--- src/rtl/stack_pkg.sv ---
// stack_pkg: opcode encodings shared by the stack engine, its ALU and the interface.
package stack_pkg;
    localparam logic [2:0] OP_NOP  = 3'b000;
    localparam logic [2:0] OP_ADD  = 3'b100;
    localparam logic [2:0] OP_MUL  = 3'b101;
    localparam logic [2:0] OP_PUSH = 3'b110;
    localparam logic [2:0] OP_POP  = 3'b111;

    function automatic logic is_arith(input logic [2:0] op);
        return op == OP_ADD || op == OP_MUL;
    endfunction
endpackage

--- src/rtl/alu_based_stack_if.sv ---
// alu_based_stack_if: opcode/operand bus from the sequencer and registered results back.
interface alu_based_stack_if #(parameter int N = 8);
    logic [2:0]          opcode;
    logic signed [N-1:0] input_data;
    logic signed [N-1:0] output_data;
    logic                overflow;
    logic                success;

    modport master (output opcode, input_data, input output_data, overflow, success);
    modport slave  (input opcode, input_data, output output_data, overflow, success);
endinterface

--- src/rtl/stack_alu.sv ---
// stack_alu: combinational add/multiply of the top two stack entries with signed overflow detect.
module stack_alu import stack_pkg::*; #(parameter int N = 8) (
    input  logic signed [N-1:0] a,
    input  logic signed [N-1:0] b,
    input  logic [2:0]          op,
    output logic signed [N-1:0] res,
    output logic                ovf
);
    logic signed [N-1:0]   sum;
    logic signed [2*N-1:0] prod;

    always_comb begin
        sum  = a + b;
        prod = a * b;
        res  = op == OP_MUL ? prod[N-1:0] : sum;
        // Product fits in N bits only when its upper N+1 bits are a pure sign extension
        ovf  = op == OP_MUL ? !(&prod[2*N-1:N-1] || !(|prod[2*N-1:N-1]))
                            : (a[N-1] == b[N-1]) && (sum[N-1] != a[N-1]);
    end
endmodule

--- src/rtl/alu_based_stack.sv ---
// alu_based_stack: signed LIFO with an in-place ADD/MUL on the top two entries.
// One opcode per clock; results and status are registered.
module alu_based_stack import stack_pkg::*; #(parameter int N = 8, parameter int DEPTH = 8) (
    input logic               clk,
    input logic               rst,
    alu_based_stack_if.slave  bus
);
    localparam int SW = $clog2(DEPTH + 1);
    localparam int AW = DEPTH > 1 ? $clog2(DEPTH) : 1;

    logic signed [N-1:0] mem [DEPTH];
    logic [SW-1:0]       sp;
    logic [AW-1:0]       top_idx, next_idx, push_idx;
    logic signed [N-1:0] alu_res, data_q;
    logic                alu_ovf, ovf_q, suc_q;
    logic                arith, push, pop, legal;

    always_comb begin
        arith    = is_arith(bus.opcode);
        push     = bus.opcode == OP_PUSH;
        pop      = bus.opcode == OP_POP;
        legal    = arith ? sp > SW'(1) : push ? sp < SW'(DEPTH) : pop ? sp != '0 : 1'b0;
        // Indices only matter when the op is legal, so truncation is safe
        top_idx  = AW'(sp - SW'(1));
        next_idx = AW'(sp - SW'(2));
        push_idx = AW'(sp);
    end

    stack_alu #(.N(N)) u_alu (
        .a   (mem[top_idx]),
        .b   (mem[next_idx]),
        .op  (bus.opcode),
        .res (alu_res),
        .ovf (alu_ovf)
    );

    always_ff @(posedge clk)
        if (legal && push) mem[push_idx] <= bus.input_data;

    always_ff @(posedge clk or posedge rst) begin
        if (rst) begin
            sp     <= '0;
            data_q <= '0;
            ovf_q  <= 1'b0;
            suc_q  <= 1'b0;
        end else begin
            suc_q <= legal;
            ovf_q <= legal && arith && alu_ovf;
            if (legal) begin
                data_q <= arith ? alu_res : pop ? mem[top_idx] : data_q;
                sp     <= push ? sp + SW'(1) : pop ? sp - SW'(1) : sp;
            end
        end
    end

    assign bus.output_data = data_q;
    assign bus.overflow    = ovf_q;
    assign bus.success     = suc_q;
endmodule

--- src/flat_wrapper.sv ---
// flat-port wrapper written by rule: the top's interface ports become plain ports
module alu_based_stack_flat import stack_pkg::*;
#(parameter int N = 8, parameter int DEPTH = 8)
  (clk, rst, bus_opcode, bus_input_data, bus_output_data, bus_overflow, bus_success);
  alu_based_stack_if #(.N(N)) bus_i ();
  input logic clk;
  input logic rst;
  input wire logic [$bits(bus_i.opcode)-1:0] bus_opcode;
  input wire logic [$bits(bus_i.input_data)-1:0] bus_input_data;
  output wire logic [$bits(bus_i.output_data)-1:0] bus_output_data;
  output wire logic [$bits(bus_i.overflow)-1:0] bus_overflow;
  output wire logic [$bits(bus_i.success)-1:0] bus_success;
  assign bus_i.opcode = bus_opcode;
  assign bus_i.input_data = bus_input_data;
  assign bus_output_data = bus_i.output_data;
  assign bus_overflow = bus_i.overflow;
  assign bus_success = bus_i.success;
  alu_based_stack #(.N(N), .DEPTH(DEPTH)) u_core (.clk(clk), .rst(rst), .bus(bus_i));
endmodule
--- config.mk ---
export PLATFORM = sky130hd
export DESIGN_NAME = alu_based_stack_flat
export DESIGN_NICKNAME = d
export VERILOG_FILES = /design/src/rtl/stack_pkg.sv /design/src/rtl/alu_based_stack_if.sv /design/src/rtl/stack_alu.sv /design/src/rtl/alu_based_stack.sv /design/src/flat_wrapper.sv
export SDC_FILE = /design/constraint.sdc
export NUM_CORES = 1
export LEC_CHECK = 0
export CORE_ASPECT_RATIO = 1.1
export CORE_UTILIZATION = 45
export CTS_CLUSTER_DIAMETER = 50
export DETAILED_ROUTE_END_ITERATION = 8
export SYNTH_ARGS = -nofsm -noshare
export SYNTH_HDL_FRONTEND = slang
export SYNTH_SLANG_ARGS = --single-unit
--- constraint.sdc ---
create_clock -name clk -period 19.6 [get_ports clk]
set_input_delay 2.94 -clock clk [delete_from_list [all_inputs] [get_ports clk]]
set_output_delay 2.94 -clock clk [all_outputs]
set_load 0.02 [all_outputs]
-- Word-level counts from Yosys, hierarchy flattened
Memory sizes are Yosys's and may differ from the RTL's.
Cells that the tools add are included.
- add/sub/neg operators: 4
- magnitude comparators: 2
- muxes and demuxes: 11
- eq/ne operators: 6
- multipliers: 1
- reductions and logical operators: 15
- operator list (kind ; number):
    $mux 8 ; 3
    $mul 8x8->16 ; 1
    $eq 3x3->1 const B ; 4
    $reduce_and 9->1 ; 1
    $reduce_or 9->1 ; 1
    $add 8x8->8 ; 1
    $mux 4 ; 2
    $mux 1 ; 6
    $add 4x1->4 const B ; 1
    $gt 4x1->1 const B ; 1
    $logic_and 1x1->1 ; 4
    $lt 4x4->1 const B ; 1
    $reduce_and 2->1 ; 2
    $reduce_bool 2->1 ; 2
    $reduce_bool 4->1 ; 1
    $sub 4x1->4 const B ; 1
    $sub 3x2->3 const B ; 1
    $logic_not 1->1 ; 2
    $logic_or 1x1->1 ; 2
    $eq 1x1->1 ; 1
    $ne 1x1->1 ; 1
- register bits after elaboration: 14
- word-level logic and storage cells: 44
- output and inout bits: 10
- memories kept: 1
- bits in writable memories: 64
- input port bits: 13
- memories (memory ; depth ; bits a word ; rd ports ; clocked after Yosys merged registers in ; wr ports ; RTL line ; text):
    u_core.mem ; 8 ; 8 ; 2 ; 0 ; 1 ; alu_based_stack.sv:11 ; logic signed [N-1:0] mem [DEPTH];

-- Depth between registers and ports, before layout
Gate-level depths: netlist of run 1.
An unclocked memory read counts as a cell.
- depth in word-level cells: 9
- gate-level depth with buffers: 27
- depth with buffers taken out: 23

-- Hierarchy
Synthesis of run 1 repeated with hierarchy kept, for this count alone.
- cells, all modules: 573
- area total of the unflattened synthesis: 6800.3 µm²
- modules (own cells, without submodules) (module ; cells an instance ; instances ; area each (µm²) ; seq. area each (µm²)):
    alu_based_stack ; 235 ; 1 ; 3932.5 ; 2272.2
    stack_alu ; 338 ; 1 ; 2867.8 ; 0.0

-- Least setup slack after synthesis of run 1
No wires, ideal clock.
- path kind: reg2reg
- start: register u_core.sp[1]
- end: register u_core.ovf_q, in the netlist u_core.bus.overflow
- library setup time: 0.120 ns
- buffers on the path: 4
- setup slack: 12.535 ns
- data required time: 19.480 ns
- stages on the path, launching flop included: 25
- arrival time: 6.946 ns
- cells stage by stage: dfrtp_1 > buf_2 > clkbuf_1 > inv_1 > ha_1 > buf_2 > clkbuf_1 > mux4_2 > mux2i_1 > inv_1 > ha_1 > fa_1 > inv_1 > fa_1 > fa_1 > fa_1 > inv_1 > ha_1 > a21oi_1 > a21boi_0 > o41a_1 > a41oi_1 > o41ai_1 > or4_1 > and3_1
- longest elaborated chain between the ends: 9
- elaborated cells on any way between the ends: 22
- classes of those cells: add/sub (3); mul (1); order compare (2); eq/ne (2); mux (4); reduce/logical (9); memory (1)
- RTL lines (element ; RTL line ; text):
    from (decl) ; alu_based_stack.sv:12 ; logic [SW-1:0] sp;
    from (signal assigned) ; alu_based_stack.sv:51 ; sp <= push ? sp + SW'(1) : pop ? sp - SW'(1) : sp;
    $sub 4x1->4 / $sub 3x2->3 (equally long branches) ; alu_based_stack.sv:24, alu_based_stack.sv:25 ;
    $mem_v2 8x8 ; n/a ;
    $mul 8x8->16 ; stack_alu.sv:14 ; prod = a * b;
    $reduce_or 9->1 ; stack_alu.sv:17 ; ovf = op == OP_MUL ? !(&prod[2*N-1:N-1] || !(|prod[2*N-1:N-1]))
    $logic_not 1->1 ; stack_alu.sv:17 ;
    $logic_or 1x1->1 ; stack_alu.sv:17 ;
    $logic_not 1->1 ; stack_alu.sv:17 ;
    $mux 1 ; stack_alu.sv:17 ;
    $logic_and 1x1->1 * ; alu_based_stack.sv:48 ; ovf_q <= legal && arith && alu_ovf;
    to (signal assigned) ; alu_based_stack.sv:48 ;
    to (decl) ; alu_based_stack.sv:15 ; logic alu_ovf, ovf_q, suc_q;
Mark *: on every way between the ends. The rest lies on a longest branch, timed or not.
A chain may end at the register's enable or synchronous reset.

-- Worst setup path in the final report of run 1
- start: register u_core.sp[0]
- end: register u_core.ovf_q, in the netlist u_core.bus.overflow
Same word-level chain as after synthesis.

==> results.ini, run 1 <==
[status]
outcome=completed

[yosys]
syn_avg_cell_area_um2=11.58
syn_nets=674
async_flop_share=0.1795
yosysSeqAreaShare=0.3497
ys_types=44
synth_edf_count=64
syn_inst=561
synth.cell_area_um2=6497
ys.flop_type=edfxtp_1
ys.warnings.count=0
synth-seq-cells=78

[worst_hold_path]
worstHoldEndpoint=u_core.bus.output_data[1]
min_path_cells=2
hold_start=u_core.bus.output_data[1]
holdCritPathClass=reg2reg

[drt]
num_vias=4155
first_pass_iters=4
drtAntennaViolNets=0
viasPerCell=5.341
drc=0
initialDrtViolationCount=261
wl_um=14280
detail_route.wl_per_cell_um=18.35

[global_routing]
track_usage=0.2154
antenna_found_initial=0
gr-total-overflow=0
grt_max_degree=38
grt_pass1_vias=4518
grt_pass1_wl_um=23520

[floorplan]
pin_count=23
rows=45
core_um2=13960
die_h_um=128.0
die_x_um=116.6
dieArea_um2=14920
start_util=0.4653

[critical_path]
worst-path-max-fanout=37
rr_startpoint=u_core.sp[0]
r2r_slack_ps=11400
r2r-end=u_core.bus.overflow
worstSetupPathType=reg2reg
cp-start-kind=register
r2r_cells=20
arrival_ps=8430
critPathCaptureType=register
required_ps=19840

[sta]
worst_pin_slew_ps=998.3
fmax_ghz=0.1220
grt_setup_unrepaired=no
hold_violations=0
tns_ps=0
whs_ps=485.1
setup_violations=0
fin_crit_sh=0.4181
min_period_ps=8196
clock_skew_ps=14.41
slew_headroom=0.3345
drv_slew=0

[clock_network]
clkTransAtPathRegs_ps=70
root_buffer=clkbuf_16
cts-htree-levels=3
numClockSinks=78
clkLatencyLatePin_ps=350
cts_tree=built
cts_made_buffers=9
ctsHoldBuffers=0
clockBufferDepth=2
post_cts_buffers=0
cts_resized=0

[placed_design]
place_hpwl_um=11010
portBuffers=22
finalWeightedCongestion=0.8865

[finish]
layout-drive-gt1-share=0.1000
layout.nets=698
fillers=1253
areaGrowthSynthToFinish_pct=11.38
antenna_cells=0

[job]
drv_cap=0

==> cell families (layout without fill, tap and decap cells) <==
| group | Yosys count | in the layout | synth area share |
|---|---|---|---|
| xor+xnor | 25 | 25 | 0.03659 |
| mux | 49 | 49 | 0.1371 |
| flops | 78 | 78 | 0.3497 |
| simple gates | 118 | 118 | 0.08088 |
| compound gates | 70 | 70 | 0.06702 |
| buf+inv | 121 | 150 | 0.07144 |
| fa+ha+maj | 100 | 100 | 0.2573 |
==> stage by stage <==
| stage | worst slack [ps] | cells | util | area, µm² |
|---|---|---|---|---|
| global route | 10790 | 778 | 0.5183 | 7237 |
| detailed placement | 11430 | 762 | 0.4967 | 6935 |
| CTS | 11410 | 778 | 0.5183 | 7237 |
| finish | 11400 | 778 | 0.5183 | 7237 |
| floorplan | 12530 | 561 | - | 6497 |
| global placement | 11600 | 762 | 0.4967 | 6935 |
==> routing by layer <==
layer,vias up,GRT usage,share of wire
li1,1959,-,-
met1,2083,0.2700,0.41
met2,93,0.3756,0.53
met3,20,0.03641,0.041
met4,0,0.07148,0.019
met5,-,0,0
==> sequential cells by signal, indices dropped and copies added (netlist names) <==
| name | flops |
|---|---|
| u_core.mem | 64 |
| u_core.bus.output_data | 8 |
| u_core.sp | 4 |
| u_core.bus.overflow | 1 |
| u_core.bus.success | 1 |
==> cell usage in the layout (no fill, tap or decap), types with 6 or more instances in the layout <==
| cell | n |
|---|---|
| a21o_1 | 6 |
| a21oi_1 | 21 |
| and2_1 | 9 |
| clkbuf_16 | 9 |
| clkdlybuf4s50_1 | 22 |
| dfrtp_1 | 13 |
| edfxtp_1 | 64 |
| fa_1 | 56 |
| ha_1 | 44 |
| inv_1 | 107 |
| mux2i_1 | 17 |
| mux4_2 | 32 |
| nand2_1 | 29 |
| nor2_1 | 54 |
| o21ai_0 | 20 |
| xnor2_1 | 19 |
==> synthesized netlist by cell type, drive strengths merged (4+ instances only) <==
cell / number / area share
inv: 107 / 0.062
o211ai: 4 / 0.0046
ha: 44 / 0.085
nand4: 4 / 0.0039
nor2: 54 / 0.031
fa: 56 / 0.17
a21oi: 21 / 0.016
mux2i: 17 / 0.026
nor2b: 5 / 0.0048
buf: 6 / 0.0050
edfxtp: 64 / 0.30
o21ai: 20 / 0.015
and2: 9 / 0.0087
nand2: 29 / 0.017
nand3: 5 / 0.0039
dfrtp: 14 / 0.054
xnor2: 19 / 0.026
xor2: 6 / 0.011
clkbuf: 8 / 0.0046
a21o: 6 / 0.0069
mux4: 32 / 0.11
or2: 4 / 0.0039
==> worst max path at each step <==
stage                      start                   to  slack [ps]  cells past startpoint
floorplan           u_core.sp[1]  u_core.bus.overflow       12530                     24
global placement    u_core.sp[0]  u_core.bus.overflow       11600                     20
detailed placement  u_core.sp[0]  u_core.bus.overflow       11430                     20
CTS                 u_core.sp[0]  u_core.bus.overflow       11410                     20
global route        u_core.sp[0]  u_core.bus.overflow       10790                     20
finish              u_core.sp[0]  u_core.bus.overflow       11400                     20
==> worst max-delay path, cell delays in order (launching register included) <==
cell      delay (ps)
dfrtp_2         1030
inv_1            270
ha_1             910
mux4_2           590
mux2i_1          760
or2_2            270
inv_1             50
ha_1             460
inv_1            100
fa_1             550
fa_1             440
fa_1             560
inv_1             50
ha_1             360
a21oi_1          170
a21boi_0         120
o41a_1           390
a41oi_1          250
o41ai_1          120
or4_1            460
and3_1           180
==> final cells by class <==
type | instances | area [µm²] | share of cell area
flip-flops and latches | 78 | 2273 | 0.3141
clock inverters | 5 | 58.81 | 0.008126
well taps | 188 | 235.2 | 0.03250
multi-input cells | 362 | 3767 | 0.5206
repair buffers | 27 | 257.7 | 0.03562
inverters | 107 | 401.6 | 0.05550
clock buffers | 11 | 242.7 | 0.03354
Power of run 1 is not shown: default switching activity piles up to over one toggle a cycle in this logic, so the estimate is an artifact.
==> run 2, diff against run 1 <==
==> constraint.sdc (replaced) <==
create_clock -name clk -period 7 [get_ports clk]
set_input_delay 1.05 -clock clk [delete_from_list [all_inputs] [get_ports clk]]
set_output_delay 1.05 -clock clk [all_outputs]
set_load 0.02 [all_outputs]
==> run 2 against run 1 <==
Via count grew 2.0%. Register-to-register slack lost 11000 ps. Flip-flop and latch count is the same. Cell area grew 1.6%. Worst setup slack lost 11000 ps. Final cell count grew 1.9%. Critical path type unchanged. Largest cell class unchanged.
==> results.ini, run 2 (synthesis gave the netlist of run 1 again) <==
[finish]
largest_register_ff_count=64  ; unchanged
areaGrowthSynthToFinish_pct=13.19
layout.nets=713  ; +2.1%
layout-drive-gt1-share=0.1240  ; +0.02397
multi_input_area_um2=3767  ; unchanged
final_common_cell=inv_1
layout_common_cells=107 x inv_1, 64 x edfxtp_1, 56 x fa_1, 54 x nor2_1, 44 x ha_1
ff_latch_area_um2=2273  ; unchanged
antenna_cells=0  ; unchanged
postLayoutCoreUtil=0.5267  ; +0.008423
final_area_um2=7355  ; +1.6%
fillers=1280  ; +2.2%
top_register=u_core.mem

[floorplan]
pin_count=23  ; unchanged
dieArea_um2=14920  ; unchanged
die_h_um=128.0  ; unchanged
rows=45  ; unchanged
die_x_um=116.6  ; unchanged
start_util=0.4653  ; unchanged
core_um2=13960  ; unchanged

[critical_path]
required_ps=7240  ; -12600 ps
crit_top_cell=fa_1
cp-start-kind=register
cp_slowest_cell=ha_1
r2r_slack_ps=420  ; -10990 ps
worstSetupPathType=reg2reg
critPathBufInv=4  ; unchanged
cp_slowest_stage_delay_ps=570  ; -460 ps
critPathCaptureType=register
arrival_ps=6830  ; -1600 ps
crit_chain=inv_1 > ha_1 > mux4_2 > mux2i_1 > buf_4 > nor2_1 > fa_1 > inv_1 > fa_1 > fa_1 > fa_1 > inv_1 > ha_1 > a21oi_1 > a21boi_0 > o41a_1 > a41oi_1 > o41ai_1 > or4_1 > and3_1
critPathTopFamily=adder cells
worst-path-max-fanout=7  ; -81%

[clock_network]
post_cts_buffers=0  ; unchanged
clkTransAtPathRegs_ps=70  ; about the same
numClockSinks=78  ; unchanged
clkLatencyLatePin_ps=350  ; about the same
cts_tree=built
cts_made_buffers=9  ; unchanged
cts_resized=0  ; unchanged
clockBufferDepth=2  ; unchanged
root_buffer=clkbuf_16
ctsHoldBuffers=0  ; unchanged
cts-htree-levels=3  ; unchanged

[sta]
fin_crit_sh=0.9407  ; +0.5225
hold_violations=0  ; unchanged
slew_headroom=0.2281  ; -0.1064
min_period_ps=6585  ; -1611 ps
setup_violations=0  ; unchanged
fmax_ghz=0.1519  ; +24%
grt_setup_unrepaired=no
tns_ps=0  ; unchanged
whs_ps=482.2  ; -2.891 ps
clock_skew_ps=11.29  ; -3.118 ps
drv_slew=0  ; unchanged
worst_pin_slew_ps=1153  ; +154.5 ps

[global_routing]
gr-total-overflow=0  ; unchanged
use_met1=0.2574  ; -0.01259
use_met3=0.03404  ; -0.002364
busiest_layer=met2
antenna_found_initial=0  ; unchanged
grt_pass1_wl_um=23340  ; -0.77%
grt_pass1_vias=4565  ; +1.0%
track_usage=0.2143  ; -0.001044
use_met2=0.3811  ; +0.005569
grt_max_degree=37  ; -2.6%

[status]
outcome=completed

[placed_design]
post_dp_cell_area_um2=7048  ; +1.6%
portBuffers=22  ; unchanged
place_hpwl_um=11000  ; -0.15%
finalWeightedCongestion=0.8816  ; -0.55%

[worst_hold_path]
holdCritPathClass=reg2reg

[drt]
first_pass_iters=4  ; unchanged
drtAntennaViolNets=0  ; unchanged
viasPerCell=5.343  ; about the same
wl_um=14310  ; +0.26%
drc=0  ; unchanged
initialDrtViolationCount=206  ; -21%
detail_route.wl_per_cell_um=18.05  ; -1.6%
num_vias=4237  ; +2.0%

[job]
drv_cap=0  ; unchanged

run 2: metrics by stage:
step | cells | setup WS, ps
after floorplan | 561 | 89.05
after global placement | 777 | 458.6
after detailed placement | 777 | 389.5
after CTS | 793 | 387.8
after global routing | 793 | 58.28
final | 793 | 415.2
run 2: cell type report:
cell class / instances / area share
Timing Repair Buffer: 42 / 0.05036
Clock inverter: 7 / 0.01106
Clock buffer: 9 / 0.03062
Sequential cell: 78 / 0.3091
Inverter: 107 / 0.05461
Multi-Input combinational cell: 362 / 0.5122
Tap cell: 188 / 0.03198
run 2: worst reg2reg max path, cell delays in order, from the launching register on:
cell,delay [ps]
dfrtp_1,540
inv_1,160
ha_1,570
mux4_2,570
mux2i_1,160
buf_4,190
nor2_1,80
fa_1,550
inv_1,70
fa_1,460
fa_1,500
fa_1,540
inv_1,40
ha_1,360
a21oi_1,170
a21boi_0,130
o41a_1,380
a41oi_1,240
o41ai_1,120
or4_1,470
and3_1,170
run 2: final timing paths:
check | to | from | cells past startpoint
worst min-delay path | u_core.bus.output_data[4] | u_core.bus.output_data[4] | 2
min in group asynchronous | u_core.bus.output_data[6] | rst | 2
worst min register to register | u_core.bus.output_data[4] | u_core.bus.output_data[4] | 2
max in group asynchronous | u_core.sp[0] | rst | 2
worst max register to register | u_core.bus.overflow | u_core.sp[2] | 20
worst max-delay path | u_core.bus.overflow | u_core.sp[2] | 20
run 2: layer usage:
layer  up-vias  part of all wire  wire length, µm
li1       1994                 -                -
met1      2110              0.41             5868
met2       103              0.52             7481
met3        30             0.044              633
met4         0             0.023              329
met5         -                 0                0
Power of run 2 is left out for the same reason.
